<file path="src/rtl/fetch_aligner.sv">
// fetch_aligner: repacks 4-byte-aligned fetch words into one instruction per
// transfer for the ID stage. Handles 32-bit instructions split across words
// and absorbs redirects.
// Build option WIV_RVC_EN: compiles in the RV64C expander, which allows
// halfword-granular PCs. Without it, the buffer holds whole words only, and
// any non-32-bit encoding is flagged illegal.

package WivDefines;
  typedef struct packed {
    logic        valid;
    logic [63:0] PC;
    logic [31:0] instruction;
  } IF_ID_t;
endpackage

module fetch_aligner #(
  parameter logic [63:0] RESET_PC = 64'h0000_0000_8000_0000
) (
  input  logic               clk,
  input  logic               rst_n,
  input  logic               fetch_valid_i,
  output logic               fetch_ready_o,
  input  logic [63:0]        fetch_pc_i,
  input  logic [31:0]        fetch_data_i,
  output WivDefines::IF_ID_t if_id_o,
  input  logic               id_ready_i,
  output logic               compressed_o,
  output logic               illegal_o,
  input  logic               flush_i,
  input  logic [63:0]        redirect_pc_i
);

  // Halfword buffer; hw[0] is the oldest halfword and sits at base_pc.
  logic [15:0] hw [3];
  logic [15:0] hw_nxt [3];
  logic [1:0]  count, count_nxt;
  logic [63:0] base_pc, base_pc_nxt;
  logic        skip_lo, skip_lo_nxt;

  logic        is32;
  logic [1:0]  need;
  logic        out_valid;
  logic        xfer;
  logic [1:0]  consume;
  logic [1:0]  remain;
  logic        accept;
  logic [31:0] out_instr;
  logic        out_comp;
  logic        out_ill;
  logic [63:0] redirect_eff;

`ifdef WIV_RVC_EN
  typedef struct packed {
    logic        illegal;
    logic [31:0] instr;
  } expand_t;

  // RV64C integer subset -> 32-bit equivalent; FP and reserved forms are illegal.
  function automatic expand_t expand(input logic [15:0] c);
    expand_t     r;
    logic [4:0]  rd, rs2, rdp, rs1p;
    logic [11:0] imm, imm6;
    logic [11:0] j_off;
    logic [12:0] b_off;
    r.illegal = 1'b0;
    r.instr   = 32'h0;
    rd    = c[11:7];
    rs2   = c[6:2];
    rdp   = {2'b01, c[4:2]};
    rs1p  = {2'b01, c[9:7]};
    imm   = 12'h0;
    imm6  = {{6{c[12]}}, c[12], c[6:2]};
    j_off = {c[12], c[8], c[10:9], c[6], c[7], c[2], c[11], c[5:3], 1'b0};
    b_off = {{4{c[12]}}, c[12], c[6:5], c[2], c[11:10], c[4:3], 1'b0};
    case (c[1:0])
      2'b00: begin
        case (c[15:13])
          3'b000: begin  // C.ADDI4SPN
            imm       = {2'b00, c[10:7], c[12:11], c[5], c[6], 2'b00};
            r.instr   = {imm, 5'd2, 3'b000, rdp, 7'b0010011};
            r.illegal = (c[12:5] == 8'h0);
          end
          3'b010: begin  // C.LW
            imm     = {5'b0, c[5], c[12:10], c[6], 2'b00};
            r.instr = {imm, rs1p, 3'b010, rdp, 7'b0000011};
          end
          3'b011: begin  // C.LD
            imm     = {4'b0, c[6:5], c[12:10], 3'b000};
            r.instr = {imm, rs1p, 3'b011, rdp, 7'b0000011};
          end
          3'b110: begin  // C.SW
            imm     = {5'b0, c[5], c[12:10], c[6], 2'b00};
            r.instr = {imm[11:5], rdp, rs1p, 3'b010, imm[4:0], 7'b0100011};
          end
          3'b111: begin  // C.SD
            imm     = {4'b0, c[6:5], c[12:10], 3'b000};
            r.instr = {imm[11:5], rdp, rs1p, 3'b011, imm[4:0], 7'b0100011};
          end
          default: r.illegal = 1'b1;  // C.FLD, C.FSD, reserved
        endcase
      end
      2'b01: begin
        case (c[15:13])
          3'b000: r.instr = {imm6, rd, 3'b000, rd, 7'b0010011};  // C.ADDI / C.NOP
          3'b001: begin  // C.ADDIW
            r.instr   = {imm6, rd, 3'b000, rd, 7'b0011011};
            r.illegal = (rd == 5'd0);
          end
          3'b010: r.instr = {imm6, 5'd0, 3'b000, rd, 7'b0010011};  // C.LI
          3'b011: begin
            if (rd == 5'd2) begin  // C.ADDI16SP
              imm     = {{3{c[12]}}, c[4:3], c[5], c[2], c[6], 4'b0000};
              r.instr = {imm, 5'd2, 3'b000, 5'd2, 7'b0010011};
            end else begin  // C.LUI
              r.instr = {{15{c[12]}}, c[6:2], rd, 7'b0110111};
            end
            r.illegal = ({c[12], c[6:2]} == 6'h0);
          end
          3'b100: begin
            case (c[11:10])
              2'b00: r.instr = {6'b000000, c[12], c[6:2], rs1p, 3'b101, rs1p, 7'b0010011};
              2'b01: r.instr = {6'b010000, c[12], c[6:2], rs1p, 3'b101, rs1p, 7'b0010011};
              2'b10: r.instr = {imm6, rs1p, 3'b111, rs1p, 7'b0010011};
              default: begin
                case ({c[12], c[6:5]})
                  3'b000: r.instr = {7'b0100000, rdp, rs1p, 3'b000, rs1p, 7'b0110011};
                  3'b001: r.instr = {7'b0000000, rdp, rs1p, 3'b100, rs1p, 7'b0110011};
                  3'b010: r.instr = {7'b0000000, rdp, rs1p, 3'b110, rs1p, 7'b0110011};
                  3'b011: r.instr = {7'b0000000, rdp, rs1p, 3'b111, rs1p, 7'b0110011};
                  3'b100: r.instr = {7'b0100000, rdp, rs1p, 3'b000, rs1p, 7'b0111011};
                  3'b101: r.instr = {7'b0000000, rdp, rs1p, 3'b000, rs1p, 7'b0111011};
                  default: r.illegal = 1'b1;
                endcase
              end
            endcase
          end
          3'b101: r.instr = {j_off[11], j_off[10:1], j_off[11], {8{j_off[11]}}, 5'd0, 7'b1101111};
          default: r.instr = {b_off[12], b_off[10:5], 5'd0, rs1p, 2'b00, c[13],
                              b_off[4:1], b_off[11], 7'b1100011};  // C.BEQZ / C.BNEZ
        endcase
      end
      2'b10: begin
        case (c[15:13])
          3'b000: r.instr = {6'b000000, c[12], c[6:2], rd, 3'b001, rd, 7'b0010011};  // C.SLLI
          3'b010: begin  // C.LWSP
            imm       = {4'b0, c[3:2], c[12], c[6:4], 2'b00};
            r.instr   = {imm, 5'd2, 3'b010, rd, 7'b0000011};
            r.illegal = (rd == 5'd0);
          end
          3'b011: begin  // C.LDSP
            imm       = {3'b0, c[4:2], c[12], c[6:5], 3'b000};
            r.instr   = {imm, 5'd2, 3'b011, rd, 7'b0000011};
            r.illegal = (rd == 5'd0);
          end
          3'b100: begin
            if (!c[12]) begin
              if (rs2 == 5'd0) begin  // C.JR
                r.instr   = {12'h0, rd, 3'b000, 5'd0, 7'b1100111};
                r.illegal = (rd == 5'd0);
              end else begin  // C.MV
                r.instr = {7'b0, rs2, 5'd0, 3'b000, rd, 7'b0110011};
              end
            end else if (rs2 == 5'd0) begin
              if (rd == 5'd0) r.instr = 32'h0010_0073;                     // C.EBREAK
              else            r.instr = {12'h0, rd, 3'b000, 5'd1, 7'b1100111};  // C.JALR
            end else begin  // C.ADD
              r.instr = {7'b0, rs2, rd, 3'b000, rd, 7'b0110011};
            end
          end
          3'b110: begin  // C.SWSP
            imm     = {4'b0, c[8:7], c[12:9], 2'b00};
            r.instr = {imm[11:5], rs2, 5'd2, 3'b010, imm[4:0], 7'b0100011};
          end
          3'b111: begin  // C.SDSP
            imm     = {3'b0, c[9:7], c[12:10], 3'b000};
            r.instr = {imm[11:5], rs2, 5'd2, 3'b011, imm[4:0], 7'b0100011};
          end
          default: r.illegal = 1'b1;  // C.FLDSP, C.FSDSP
        endcase
      end
      default: r.illegal = 1'b1;
    endcase
    if (r.illegal) r.instr = {16'h0, c};
    return r;
  endfunction

  expand_t exp_c;

  // Decode the head of the buffer: raw 32-bit word or expanded compressed form.
  always_comb begin
    exp_c        = expand(hw[0]);
    is32         = (hw[0][1:0] == 2'b11);
    redirect_eff = redirect_pc_i;
    if (is32) begin
      out_instr = {hw[1], hw[0]};
      out_comp  = 1'b0;
      out_ill   = 1'b0;
    end else begin
      out_instr = exp_c.instr;
      out_comp  = 1'b1;
      out_ill   = exp_c.illegal;
    end
  end
`else
  // Without the expander every output is a whole word; short encodings are illegal.
  always_comb begin
    is32         = 1'b1;
    out_instr    = {hw[1], hw[0]};
    out_comp     = 1'b0;
    out_ill      = (hw[0][1:0] != 2'b11);
    redirect_eff = redirect_pc_i & ~64'h2;
  end
`endif

  // Handshake: output when enough halfwords are present, accept a word when two slots free up.
  always_comb begin
    need          = is32 ? 2'd2 : 2'd1;
    out_valid     = (count >= need);
    xfer          = out_valid && id_ready_i && !flush_i;
    consume       = xfer ? need : 2'd0;
    remain        = count - consume;
    fetch_ready_o = !flush_i && (remain <= 2'd1);
    accept        = fetch_valid_i && fetch_ready_o;
  end

  // Next buffer state: shift out consumed halfwords, then append the new word.
  // NOTE: every output of this block gets a default first, so no path leaves a
  // value unassigned and no latch is inferred.
  always_comb begin
    hw_nxt      = hw;
    count_nxt   = remain;
    base_pc_nxt = base_pc + {61'd0, consume, 1'b0};
    skip_lo_nxt = skip_lo;
    if (consume == 2'd1) begin
      hw_nxt[0] = hw[1];
      hw_nxt[1] = hw[2];
    end else if (consume == 2'd2) begin
      hw_nxt[0] = hw[2];
    end
    if (accept) begin
      if (skip_lo) begin
        // First word after a halfword redirect: its low half precedes the target.
        hw_nxt[remain] = fetch_data_i[31:16];
        count_nxt      = remain + 2'd1;
        base_pc_nxt    = fetch_pc_i + 64'd2;
        skip_lo_nxt    = 1'b0;
      end else begin
        if (remain == 2'd0) begin
          hw_nxt[0] = fetch_data_i[15:0];
          hw_nxt[1] = fetch_data_i[31:16];
        end else begin
          hw_nxt[1] = fetch_data_i[15:0];
          hw_nxt[2] = fetch_data_i[31:16];
        end
        count_nxt = remain + 2'd2;
      end
    end
    if (flush_i) begin
      count_nxt   = 2'd0;
      base_pc_nxt = redirect_eff;
      skip_lo_nxt = redirect_eff[1];
    end
  end

  // State registers.
  // NOTE: sequential state uses non-blocking assignments so every register
  // samples pre-edge values regardless of evaluation order.
  always_ff @(posedge clk or negedge rst_n) begin
    if (!rst_n) begin
      // NOTE: the three-entry buffer is reset along with the control state so
      // the decoded head is never X, even though count=0 masks it.
      for (int i = 0; i < 3; i++) hw[i] <= 16'h0;
      count   <= 2'd0;
      base_pc <= RESET_PC;
      skip_lo <= 1'b0;
    end else begin
      hw      <= hw_nxt;
      count   <= count_nxt;
      base_pc <= base_pc_nxt;
      skip_lo <= skip_lo_nxt;
    end
  end

  // Outputs are driven from registers only and read as zero while nothing is valid.
  always_comb begin
    if_id_o      = '0;
    compressed_o = 1'b0;
    illegal_o    = 1'b0;
    if (out_valid) begin
      if_id_o.valid       = 1'b1;
      if_id_o.PC          = base_pc;
      if_id_o.instruction = out_instr;
      compressed_o        = out_comp;
      illegal_o           = out_ill;
    end
  end

endmodule

</file>
<file path="config.mk">
export PLATFORM = sky130hd
export DESIGN_NAME = fetch_aligner
export DESIGN_NICKNAME = d
export VERILOG_FILES = /design/src/rtl/fetch_aligner.sv
export SDC_FILE = /design/constraint.sdc
export NUM_CORES = 1
export LEC_CHECK = 0
export ABC_AREA = 1
export BUFFER_PORTS_ARGS = -buffer_cell sky130_fd_sc_hd__buf_2
export CORE_MARGIN = 5
export CORE_UTILIZATION = 45
export DETAILED_ROUTE_END_ITERATION = 8
export PLACE_DENSITY = 0.77
export SKIP_CTS_REPAIR_TIMING = 1
export SYNTH_ARGS = -nofsm -noshare
export SYNTH_HDL_FRONTEND = slang
export SYNTH_SLANG_ARGS = --single-unit
export TNS_END_PERCENT = 10
</file>
<file path="constraint.sdc">
create_clock -name clk -period 2.3 [get_ports clk]
set_input_delay 0.23 -clock clk [delete_from_list [all_inputs] [get_ports clk]]
set_output_delay 0.23 -clock clk [all_outputs]
set_load 0.03 [all_outputs]
</file>
# --- Yosys cells after proc, flatten, opt, wreduce, memory -nomap -nowiden ---
# Cells that the tools add are included.
word_totals:
  regBits: 115
  word_cells: 51
  out_inout_bits: 100
classes:
  n_addsub: 5
  n_lt_le_gt_ge: 4
  n_bitwise: 1
  n_reduce_logical: 9
  muxes: 22
  eq_ne: 4
ops:
  columns: ["cell", "n"]
  rows:
  - ["2-to-1 mux 64 bit", 3]
  - ["2-to-1 mux 16 bit", 7]
  - ["2-to-1 mux 97 bit", 1]
  - ["2-to-1 mux 48 bit", 2]
  - ["adder 64 x 2 -> 64 bit, second input constant", 1]
  - ["adder 64 x 3 -> 64 bit", 1]
  - ["bitwise mux 48 bit", 1]
  - ["demux 16 bit (select 2 bit)", 1]
  - ["2-to-1 mux 2 bit", 4]
  - ["logical AND 1 bit", 5]
  - ["!= test 2 bit, second input constant", 2]
  - ["greater-or-equal comparator 3 bit, second input constant", 1]
  - ["< comparator 3 x 1 -> 1 bit, second input constant", 1]
  - ["2-to-1 mux 1 bit", 3]
  - ["NOT 2 -> 3 bit", 1]
  - ["adder 2 x 1 -> 2 bit, second input constant", 1]
  - ["adder 2 bit, second input constant", 1]
  - ["== test 2 x 1 -> 1 bit, second input constant", 1]
  - ["== test 2 bit, second input constant", 1]
  - ["greater-or-equal comparator 2 bit, second input constant", 1]
  - ["<= comparator 2 x 1 -> 1 bit, second input constant", 1]
  - ["zero test 2 bit", 1]
  - ["AND reduction 2 bit", 1]
  - ["nonzero test 2 bit", 1]
  - ["2 further kinds", 2]

# --- Logic depth before layout (Yosys ltp) ---
logic_depth:
  word_depth: 13
  mapped_depth: 17
  mapped_depth_nobuf: 15

# --- Worst setup path before layout ---
# Ideal clock, no wire load.
synth_timing:
  path_kind: "register -> register"
  start: "register count[1]"
  end: "register hw[2] (netlist bit)"
  synth_period_minus_slack_ns: 2.338
  slack_ns: -0.038
  path_buffers: 3
  stages_incl_launch_ff: 12
  arrival_time_ns: 2.213
  required_ns: 2.175
  path_cell_list: "dfrtp_1 buf_4 nand3_4 nand2_4 inv_2 nor2_4 nand2_4 inv_2 buf_2 ha_1 buf_1 mux2_2"
synth_lines:
  columns: ["item", "line_no", "source"]
  rows:
  - ["start, declared", "36", "logic [1:0] count, count_nxt;"]
  - ["start signal, assigned", "278", "count <= count_nxt;"]
  - ["greater-or-equal comparator 2 bit", "218", "out_valid = (count >= need);"]
  - ["logical AND 1 bit (2 in series)", "219", "xfer = out_valid && id_ready_i && !flush_i;"]
  - ["2-to-1 mux 2 bit", "220", "consume = xfer ? need : 2'd0;"]
  - ["subtractor 2 bit *", "221", "remain = count - consume;"]
  - ["<= comparator 2 x 1 -> 1 bit *", "222", "fetch_ready_o = !flush_i && (remain <= 2'd1);"]
  - ["logical AND 1 bit *", "222", null]
  - ["named net fetch_ready_o", "22", "output logic fetch_ready_o,"]
  - ["logical AND 1 bit *", "223", "accept = fetch_valid_i && fetch_ready_o;"]
  - ["AND reduction 2 bit (no source line) *", null, null]
  - ["end signal, assigned", "277", "hw <= hw_nxt;"]
  - ["end, declared", "34", "logic [15:0] hw [3];"]
# Mark *: on every way through the listed nets, which the timed path passes. The rest lies on a longest branch.
# A chain may end at the register's enable or synchronous reset.

# --- Final worst setup path ---
layout_timing:
  start: "register count[1]"
  end: "register base_pc[48]"
layout_between:
  elab_chain_len: 10
layout_lines:
  columns: ["item", "line_no", "source"]
  rows:
  - ["parallel branches: the longest is 8 deep, another holds adder 64 x 3 -> 64 bit", null, null]
  - ["2-to-1 mux 64 bit *", "240", "if (accept) begin"]
  - ["2-to-1 mux 64 bit *", "258", "if (flush_i) begin"]
  - ["named net base_pc_nxt[48]", "37", "logic [63:0] base_pc, base_pc_nxt;"]
  - ["end signal, assigned", "279", "base_pc <= base_pc_nxt;"]
  - ["end, declared", "37", null]
# Mark *: on every way through the listed nets, which the timed path passes.

==> impl_metrics.tcl <==
set metrics [dict create \
    status "complete, no violations" \
    cts_tree "built" \
    worstHoldPathType "input pin to register" \
    synthCells 1084 \
    wire_per_inst_um 14.7 \
    grt_max_degree 98 \
    stdcell_count 1490 \
    synth.most_common_cell "nand2_1" \
    ctsRootBufferMaster "clkbuf_16" \
    slew_violations 0 \
    drc 0 \
    critPathRequiredTime_ns 2.60 \
    die_w_um 136 \
    clock-sinks 112 \
    clk_pin_slew_ns 0.08 \
    vias 7250 \
    core.rowCount 46 \
    ir_drop_mv 0.420 \
    num-fill-cells 1560 \
    fin_crit_sh_pct 93.8 \
    grt_setup_unrepaired "yes" \
    cap_violations 0 \
    synth_common_cells "nand2_1 (435), nor2_1 (146), inv_1 (136), dfrtp_1 (111), nand3_1 (43)" \
    fmax_mhz 463 \
    power_leakage_nw 4.95 \
    numPlacedInstances 1473 \
    fin_skew_ns 0.00836 \
    hpwl_um 16900 \
    yosysTopAreaCell "dfrtp_1" \
    arrival_ns 2.46 \
    synth-edff-count 0 \
    pre_cts_slack_ns 0.135 \
    regArea_um2 2810 \
    ys_types 35 \
    num_antenna_cells 0 \
    layout-drive-gt1-share_pct 21.2 \
    fin_util_pct 55.3 \
    crit_type "register to register" \
    place.gp.congestion 0.914 \
    netlist_top_cells_area "dfrtp_1 (39%), nand2_1 (23%), nor2_1 (7.7%)" \
    total_power_mw 5.49 \
    via_per_inst 4.87 \
    drtPass1Iterations 5 \
    first_iter_violations 486 \
    synth_seq_cells 112 \
    multi_input_area_um2 3630 \
    worst_pin_slew_ns 0.820 \
    numCtsBuffers 9 \
    antenna_found_initial 1 \
    finalHoldViolations 0 \
    htreeDepth 3 \
    grt_overflow 0 \
    cts_buffer_depth 2 \
    ys_warn_count 0 \
    io_pins 265 \
    nets 1438 \
    start_util_pct 45.5 \
    core_um2 15700 \
    min_period_ns 2.16 \
    setup_tns_ns 0 \
    port_buffers 197 \
    grt_pass1_vias 7200 \
    cp-start-kind "register" \
    antenna_left 0 \
    dieArea_um2 18500 \
    async_reset_ff_share_pct 100 \
    die_h_um 136 \
    crit_path_end_kind "register" \
    wirelength_um 21900 \
    grt_util_all_layers_pct 24.4 \
    avgSynthCellArea_um2 6.60 \
    yosys_most_used_dff "dfrtp_1" \
    clk_latency_ns 0.36 \
    finalWorstSetupSlack_ns 0.142 \
    netlist_area_um2 7150 \
    grt_pass1_wl_um 35800 \
    synth.top_cell.area_share_pct 38.9 \
    cp_max_fo 4 \
    area_growth_pct 21.5 \
    p_per_area_nw_per_um2 632 \
    setup_violations 0 \
    maxSlewHeadroom_pct 45.3 \
    ys_seq_area_share_pct 39.2 \
]
## critical path, stage by stage (launching register included)
cell      delay, ns
dfrtp_4        0.46
nand3_4        0.08
clkinv_1       0.09
ha_1           0.19
ha_1           0.16
inv_1          0.06
nor2_4         0.17
nand2_2        0.09
nor2_2         0.25
nand2_1        0.17
clkinv_1       0.11
nand2_1        0.06
nand2_1        0.07
nand3_1        0.06
nand2_1        0.08
## placed cells by master (no fill, tap or decap), types with 2 or more instances in the layout
cell type  Yosys  final
a31oi_1       26     26
nor2_8         2      2
buf_2          7    196
xor2_1        11     11
a21oi_1        9      9
dfrtp_1      111    110
ha_1           4      3
xnor2_1       13     13
clkbuf_16      0      9
nor2_2         3      3
nand2_4        3      3
nand4_1        8      8
inv_2          2      2
inv_8          0      2
nand3_1       43     43
mux2_2        10     10
nand2_1      435    434
inv_6          0      2
inv_1        136    136
nand2_2        8      9
nor2_1       146    146
clkinv_1       2      2
o21bai_1      20     20
o21ai_0       25     25
nor2_4         6      6
clkinv_8       0      2
conb_1         1      2
buf_4          4     16
o21ai_1       11     11
## path summary, 6_finish.rpt
check	startpoint	end	slack [ns]	cells past startpoint
max	count[1]	base_pc[48]	0.14	14
min	redirect_pc_i[31]	base_pc[31]	0.06	3
max reg2reg	count[1]	base_pc[48]	0.14	14
min reg2reg	base_pc[0]	base_pc[0]	0.50	2
max in group asynchronous	rst_n	base_pc[41]	1.14	3
min in group asynchronous	rst_n	base_pc[10]	0.36	2
## layer usage
layer	global-route usage, %	part of all wire, %
met5	0	0.032
met4	7.33	2.0
met3	5.07	7.2
met2	40.6	47
met1	32.1	44
## per-stage QoR
| step | hold WS [ns] | instance area, um2 |
|---|---|---|
| 4_1_cts | -0.183 | 8670 |
| 3_5_place_dp | 0.210 | 8360 |
| 3_3_place_gp | 0.205 | 8360 |
| 2_1_floorplan | -0.0656 | 7150 |
| 6_report | 0.0619 | 8680 |
| 5_1_grt | 0.0587 | 8680 |
## sequential cells by signal, summed over array words and instances (netlist names)
name,cells
count,1
hw,48
base_pc,63
## where the power goes
group          leakage (nW)  switching [mW]  internal, mW
clock                 0.150           0.831         0.781
combinational          3.47           0.813         0.472
sequential             1.33           0.280          2.31
total                  4.95            1.92          3.56
## kinds of logic after synthesis
family | Yosys count | synth area share [%]
buffers and inverters | 183 | 10.2
DFF | 112 | 39.2
other | 1 | 0.0525
and+or+nand+nor | 657 | 37.6
xor gates and xnor gates | 24 | 2.94
muxes | 10 | 1.58
AOI/OAI and AO/OA | 93 | 7.74
adders and majority gates | 4 | 0.700
## layout make-up
cell class / count / share of cell area, %
clock buffers: 9 / 2.59
clock inverters: 7 / 0.936
inverters: 141 / 6.12
multi-input cells: 790 / 41.8
flip-flops and latches: 112 / 32.3
well taps: 216 / 3.11
repair buffers: 215 / 13.2
No activity file was read; power rests on OpenSTA's default activity.
